**src/rtl/bp_me_wormhole_packet_serializer.sv**
```systemverilog
// bp_me_wormhole_packet_serializer
//
// Takes one whole packet from the LCE command packet encoder and sends it
// out as max_num_flit_p-wide wormhole flits, lowest flit first. The head
// flit carries the coordinate and length fields exactly as received.
//
// Ports:
//   clk_i      clock
//   reset_i    asynchronous active-high reset
//   packet_i   packet {payload, length, y_cord, x_cord} from the encoder
//   v_i        packet_i valid
//   ready_o    serializer can accept a packet (low while reset_i is high)
//   data_o     current flit (driven only from registered state)
//   v_o        data_o valid
//   ready_i    link accepts the flit
//   len_err_o  sticky: some packet's length field exceeded max_num_flit_p-1
//
// Build option:
//   BP_ME_SERIALIZER_BACK_TO_BACK_EN - when defined, a new packet can be
//   accepted on the last-flit handshake cycle, so consecutive packets go out
//   with no bubble. ready_o then depends combinationally on ready_i.
//   When undefined, packets are accepted only in IDLE and one empty cycle
//   separates consecutive packets.

module bp_me_wormhole_packet_serializer #(
    parameter int max_num_flit_p     = 4,
    parameter int flit_width_p       = 16,
    parameter int x_cord_width_p     = 4,
    parameter int y_cord_width_p     = 4,
    parameter int max_packet_width_p = 64,
    localparam int len_width_lp      = (max_num_flit_p == 1) ? 1 : $clog2(max_num_flit_p)
) (
    input  logic                          clk_i,
    input  logic                          reset_i,
    input  logic [max_packet_width_p-1:0] packet_i,
    input  logic                          v_i,
    output logic                          ready_o,
    output logic [flit_width_p-1:0]       data_o,
    output logic                          v_o,
    input  logic                          ready_i,
    output logic                          len_err_o
);

    localparam int padded_width_lp = max_num_flit_p * flit_width_p;
    localparam int len_lsb_lp      = x_cord_width_p + y_cord_width_p;
    localparam logic [len_width_lp-1:0] max_len_lp = len_width_lp'(max_num_flit_p - 1);

    typedef enum logic {
        IDLE = 1'b0,
        SEND = 1'b1
    } state_e;

    state_e                     state_reg, state_next;
    logic [padded_width_lp-1:0] packet_reg, packet_next, packet_padded;
    logic [len_width_lp-1:0]    cnt_reg, cnt_next;
    logic [len_width_lp-1:0]    len_reg, len_next;
    logic [len_width_lp-1:0]    len_field;
    logic                       len_err_reg, len_err_next;
    logic                       ready_int;
    logic                       accept;

    assign len_field = packet_i[len_lsb_lp +: len_width_lp];

    always_comb begin
        packet_padded = '0;
        packet_padded[max_packet_width_p-1:0] = packet_i;
    end

    // Split the registered packet into flits; data_o is a mux over these,
    // so nothing on packet_i can reach data_o in the same cycle.
    logic [flit_width_p-1:0] flits [max_num_flit_p];

    generate
        for (genvar gi = 0; gi < max_num_flit_p; gi++) begin : g_flit
            assign flits[gi] = packet_reg[gi*flit_width_p +: flit_width_p];
        end
    endgenerate

    assign data_o    = flits[cnt_reg];
    assign len_err_o = len_err_reg;

    always_comb begin
        state_next   = state_reg;
        packet_next  = packet_reg;
        cnt_next     = cnt_reg;
        len_next     = len_reg;
        len_err_next = len_err_reg;
        ready_int    = 1'b0;
        v_o          = 1'b0;

        case (state_reg)
            IDLE: begin
                ready_int = 1'b1;
            end
            SEND: begin
                v_o = 1'b1;
                if (ready_i) begin
                    if (cnt_reg == len_reg) begin
                        state_next = IDLE;
`ifdef BP_ME_SERIALIZER_BACK_TO_BACK_EN
                        ready_int = 1'b1;
`endif
                    end else begin
                        cnt_next = cnt_reg + len_width_lp'(1);
                    end
                end
            end
            default: state_next = IDLE;
        endcase

        // No acceptance is advertised while reset is held, even though the
        // state register already reads IDLE.
        ready_o = ready_int & ~reset_i;
        accept  = v_i & ready_o;

        // A capture overrides the return to IDLE above, which is what gives
        // back-to-back packets their bubble-free hand-off.
        if (accept) begin
            packet_next = packet_padded;
            cnt_next    = '0;
            state_next  = SEND;
            if (len_field > max_len_lp) begin
                len_next     = max_len_lp;
                len_err_next = 1'b1;
            end else begin
                len_next = len_field;
            end
        end
    end

    always_ff @(posedge clk_i or posedge reset_i) begin
        if (reset_i) begin
            state_reg   <= IDLE;
            packet_reg  <= '0;
            cnt_reg     <= '0;
            len_reg     <= '0;
            len_err_reg <= 1'b0;
        end else begin
            state_reg   <= state_next;
            packet_reg  <= packet_next;
            cnt_reg     <= cnt_next;
            len_reg     <= len_next;
            len_err_reg <= len_err_next;
        end
    end

endmodule

```
**config.mk**
```make
export PLATFORM = sky130hd
export DESIGN_NAME = bp_me_wormhole_packet_serializer
export DESIGN_NICKNAME = d
export VERILOG_FILES = /design/src/rtl/bp_me_wormhole_packet_serializer.sv
export SDC_FILE = /design/constraint.sdc
export NUM_CORES = 1
export LEC_CHECK = 0
export BUFFER_PORTS_ARGS = -buffer_cell sky130_fd_sc_hd__buf_2
export CAP_MARGIN = 10
export CORE_MARGIN = 1
export CORE_UTILIZATION = 52
export DETAILED_ROUTE_END_ITERATION = 6
export PLACE_DENSITY = 0.8
export SLEW_MARGIN = 30
export SYNTH_ARGS = -nofsm -noshare
export SYNTH_HDL_FRONTEND = slang
export SYNTH_SLANG_ARGS = --single-unit
```
**constraint.sdc**
```tcl
create_clock -name clk_i -period 2.5 [get_ports clk_i]
set_input_delay 0.5 -clock clk_i [delete_from_list [all_inputs] [get_ports clk_i]]
set_output_delay 0.5 -clock clk_i [all_outputs]
set_load 0.02 [all_outputs]
```
* Yosys cells after proc, flatten, opt, wreduce, memory -nomap -nowiden
Index checks and enable logic that the tools add are counted.
** Word-level totals
- Input bits :: 68
- ROM bits :: 0
- Bits in latches :: 0
- Logic and storage cells :: 32
- Memory bits (writable) :: 0
- Flip-flop bits (word level) :: 70
- Memories kept :: 0
- Output and inout port bits :: 19
** Operators by class
- Reductions and logical operators :: 4
- Divide/modulo/power cells :: 0
- Bitwise operators :: 4
- Order comparisons :: 2
- Multiplexer cells :: 14
- Eq/ne operators :: 2
- Shifts and indexed selects :: 0
- Add/sub/neg operators :: 1
- Multipliers :: 0
** Operators by type and width (number)
- binary-select mux 16 bit (select 2 bit) :: 1
- two-way mux 16 bit :: 2
- two-way mux 2 bit :: 5
- two-way mux 1 bit :: 6
- nonzero test 2 bit :: 2
- greater-or-equal comparator 3 bit (second input constant) :: 1
- NOT 2 -> 3 bit :: 1
- AND reduction 3 bit :: 1
- adder 2 x 1 -> 2 bit (second input constant) :: 1
- AND 1 bit :: 2
- equality test 2 bit :: 1
- > comparator 2 bit (second input constant) :: 1
- inequality test 2 bit (second input constant) :: 1
- AND reduction 2 bit :: 1
- NOT 1 bit :: 1

* Depth between registers and ports, before layout
- Depth after elaboration :: 5
- Gate-level depth with buffers :: 6
- Gate-level depth less buffers :: 3

* Worst setup path after synthesis
Ideal clock, no wire load.
- Path type :: reg-to-output
- From :: reg cnt_reg[0]
- To :: out data_o[10]
- Data arrival time :: 1258 ps
- Path slack :: 742 ps
- Buffers on the path :: 1
- Required time :: 2000 ps
- Cell stages (with the launch flop) :: 3
- Path through :: dfrtp_1 > buf_2 > mux4_2
** On the way
- Cells in the longest elaborated chain, start to end :: 4
** Ends and longest elaborated chain
- start: declaration :: line 55 : logic [len_width_lp-1:0] cnt_reg, cnt_next;
- start signal: assignment :: line 141 : cnt_reg <= cnt_next;
- NOT 2 -> 3 bit (not written as such) :: line 79 : assign data_o = flits[cnt_reg];
- binary-select mux 16 bit (select 2 bit) :: line 79
- two-way mux 16 bit (not written as such) (2 in a row) :: line 79
- end: declaration :: line 38 : output logic [flit_width_p-1:0] data_o,
No other way between the ends. The select of a mux whose other input is x is not followed.

* Final worst setup path
- From :: reg cnt_reg[1]
- To :: out data_o[0]
The elaborated chain is that of the path after synthesis.

==> metrics.sh <==
CTSLONGESTPATHBUFFERS=2
REGTOREGSTARTPOINT='state_reg'
MAX-SLEW-MARGIN-REL_PCT=59.7
ADDER_CELL_AREA_SHARE_OF_THE_YOSYS_NETLIST_PCT=0
SYNTH_WARNINGS=0
WORST_CLOCK_SKEW_NS=0.00778
FINALWEIGHTEDCONGESTION=0.723
RSZ0062_AT_GRT='no'
SYNTH_CELL_TYPE_COUNT=21
SYNTH_XOR_AREA_SHARE_PCT=0.572
POWER_PER_CELL_AREA_mW_PER_MM2=1350
DIE_HEIGHT_UM=78.8
GLOBALROUTE.TOTALOVERFLOW=0
CTSHOLDBUFFERS=0
PORT_BUFFER_CELLS=85
FINAL-HOLD-VIOLATION-COUNT=0
FINAL_AREA_MM2=0.00379
NUMBER_OF_STAGES_ON_THE_WORST_SETUP_PATH=3
SETUP-TNS-FINAL_NS=0
INITIAL_CORE_UTILIZATION_PCT=54.6
NUMBER_OF_GLOBAL_ROUTE_VIAS_BEFORE_REPAIR=1909
AREA_GROWTH_PCT=23.7
SYNTHESIZED_AREA_FRACTION_OCCUPIED_BY_AO_OA_AOI_AND_OAI_CELLS_PCT=0.898
TIMING.CRITICAL_PATH.FANOUT_MAX=13
SYNTH_SEQUENTIAL_AREA_RATIO_PCT=54.7
DPL.HPWL_MM=3.75
MIN_PERIOD_OVER_PERIOD_PCT=91.5
NUMBER_OF_STANDARD_CELL_ROWS_IN_THE_FLOORPLAN=27
DIE_W_UM=78.8
CP_NUM_BUF_INV=2
DIE-AREA_MM2=0.00620
SYNTH.TOP_CELLS.BY_AREA='sky130_fd_sc_hd__dfrtp_1 55%, sky130_fd_sc_hd__mux2_2 14%, sky130_fd_sc_hd__mux2_4 13%'
FLOORPLAN.IO_PINS=87
CELL_TYPE_GROUP_WITH_THE_LARGEST_TOTAL_DELAY_ON_THE_CRITICAL_PATH='flip-flops'
SYNTH.NET_COUNT=246
STATUS='completed'
START_KIND='register'
MOST_COMMON_CELL_AFTER_LAYOUT_FILL_AND_TAPS_ASIDE='sky130_fd_sc_hd__buf_2'
SYNTH_LARGEST_AREA_CELL='sky130_fd_sc_hd__dfrtp_1'
DRV_SLEW=0
WORST_HOLD_SLACK_NS=0.251
MIN_PATH_TYPE='input port to async pin'
WORST-ENDPOINT-REQUIRED_NS=2.00
GRT_MAX_DEGREE=41
SUMMED_INSTANCE_AREA_OF_THE_SYNTHESIZED_NETLIST_MM2=0.00306
POWER.IR.VDD_WORST_mV=0.814
LAYOUT_COMMON_CELLS='85 x sky130_fd_sc_hd__buf_2, 67 x sky130_fd_sc_hd__dfrtp_1, 37 x sky130_fd_sc_hd__mux2_2'
SYNTH_TOP_FAMILY_BY_AREA='multiplexers'
CLK-INSERTION-DELAY-LATE_NS=0.33
GRT_ANTENNA_BEFORE_REPAIR=0
TIGHTESTPINTRANSITION_NS=0.603
VIAS_AFTER_DETAILED_ROUTING=1814
SYNTH_AREA_PER_CELL_UM2=17.2
SYNTH.FF_LATCH_COUNT=67
CLK_TRANSITION_REPORTED_PATHS_NS=0.07
GR-USAGE-ALL-LAYERS_PCT=20.1
GRT_PASS1_WL_MM=9.18
MAX_CLOCK_FREQ_GHz=0.437
YOSYSTOPAREACELLSHARE_PCT=54.7
LARGEST_REG_FLOPS=64
CTS_MADE_BUFFERS=9
N_ANTENNA_CELL=0
CTS.SINKS=67
SERIES_OF_CELL_INSTANCES_ALONG_THE_CRITICAL_PATH='buf_4, mux4_2, buf_2'
CRITICAL_PATH.SLOWEST_CELL='sky130_fd_sc_hd__dfrtp_1'
SYNTH.MUX.AREA_FRACTION_PCT=38.6
WORST_SETUP_PATH_END_KIND='output port'
ROUTED_WL_PER_CELL_UM=16.1
CRITICAL-PATH-MAX-STAGE-DELAY_NS=0.71
R2R.WORST_PATH.CELLS=4
R2R_SETUP_SLACK_NS=0.99
POST_CTS_BUFFERS=0
DRT-INITIAL-DRC-COUNT=67
REPORT.FINAL.SETUP_VIOL=0
SYNTHCELLS=178
TOTALWIRELENGTH_MM=5.53
CTS_RESIZED=0
SYNTHSIMPLEGATEAREAFRAC_PCT=1.76
FINAL_ANTENNA_NET_COUNT=0
STATIC-LEAKAGE-POWER_nW=1.74
H-TREE-DEPTH=3
CRITICALPATHCATEGORY='register to output port'
FLOORPLAN.CORE_AREA_MM2=0.00561
CAP_VIOL_MAX_COUNT=0
DRT_PRE_ANTENNA_ITERS=4
ROUTED_VIA_DENSITY=5.27
TRITONCTS='built'
DRCVIOLATIONCOUNT=0
DATA_ARRIVAL_TIME_AT_THE_WORST_SLACK_ENDPOINT_NS=1.79
FILL_CELLS=431
FF_LATCH_AREA_MM2=0.00168
ROOT_BUFFER='sky130_fd_sc_hd__clkbuf_8'
PERIOD_MINUS_SLACK_NS=2.29
PLACED_CELL_AREA_MM2=0.00356
FINAL_LAYOUT_SIZE_SUFFIX_GT1_SHARE_PCT=69.5
R2R-END='packet_reg[31]'
FINAL_NETS=335
MULTI_INPUT_AREA_MM2=0.00128
-- Yosys cell counts (all sizes together) --
cell	instances
nand4	1
dfrtp	67
mux4	16
nand2	2
a21o	1
nor3	1
conb	1
nor2	2
or3	1
buf	13
mux2	64
and2	1
a31oi	2
nand3	2
xnor2	2
a211oi	1
inv	1
-- power breakdown --
group          internal, W  total, W  switching (W)
combinational      0.00124   0.00212       0.000883
clock             0.000615   0.00101       0.000393
sequential         0.00164   0.00199       0.000350
total              0.00349   0.00511        0.00163
-- worst max path at each step --
stage	startpoint	to	slack, ns
2_1_floorplan	reset_i	cnt_reg[0]	0.32
4_1_cts	cnt_reg[1]	data_o[14]	0.18
5_1_grt	cnt_reg[1]	data_o[2]	0.07
3_5_place_dp	cnt_reg[1]	data_o[14]	0.55
6_report	cnt_reg[1]	data_o[0]	0.21
3_3_place_gp	cnt_reg[1]	data_o[14]	0.55
-- through the flow --
step | util, % | setup WS [ns] | power (W) | instances
floorplan | - | 0.317 | 0.00358 | 178
global placement | 63.5 | 0.550 | 0.00407 | 328
detailed placement | 63.5 | 0.549 | 0.00413 | 328
CTS | 67.6 | 0.179 | 0.00518 | 344
global route | 67.6 | 0.0719 | 0.00542 | 344
finish | 67.6 | 0.212 | 0.00511 | 344
-- logic make-up (layout without fill, tap and decap cells) --
| family | count (synthesis) | in the layout |
|---|---|---|
| DFF | 67 | 67 |
| AOI/OAI and AO/OA | 4 | 4 |
| other | 1 | 1 |
| buffers and inverters | 14 | 108 |
| xor gates and xnor gates | 2 | 2 |
| and+or+nand+nor | 10 | 10 |
| muxes | 80 | 80 |
-- worst register-to-register path: stages, from the launching register on --
cell                      delay, ns
sky130_fd_sc_hd__dfrtp_1       0.46
sky130_fd_sc_hd__nor2_2        0.13
sky130_fd_sc_hd__and2_4        0.18
sky130_fd_sc_hd__buf_12        0.24
sky130_fd_sc_hd__mux2_2        0.39
-- area by class of cell --
cell class,count,area share (%)
inverter,1,0.0990
multi-input combinational,97,33.9
tap,72,2.38
clock buffer,12,4.09
sequential,67,44.2
timing repair buffer,91,13.4
clock inverter,4,1.91
-- metal layers --
metal	up-vias	GRT usage [%]	part of all wire (%)
met3	11	4.37	5.3
met5	-	0	0
met4	0	9.44	1.6
li1	834	-	-
met2	66	31.0	48
met1	903	27.4	45
No activity file was read; power rests on OpenSTA's default activity.
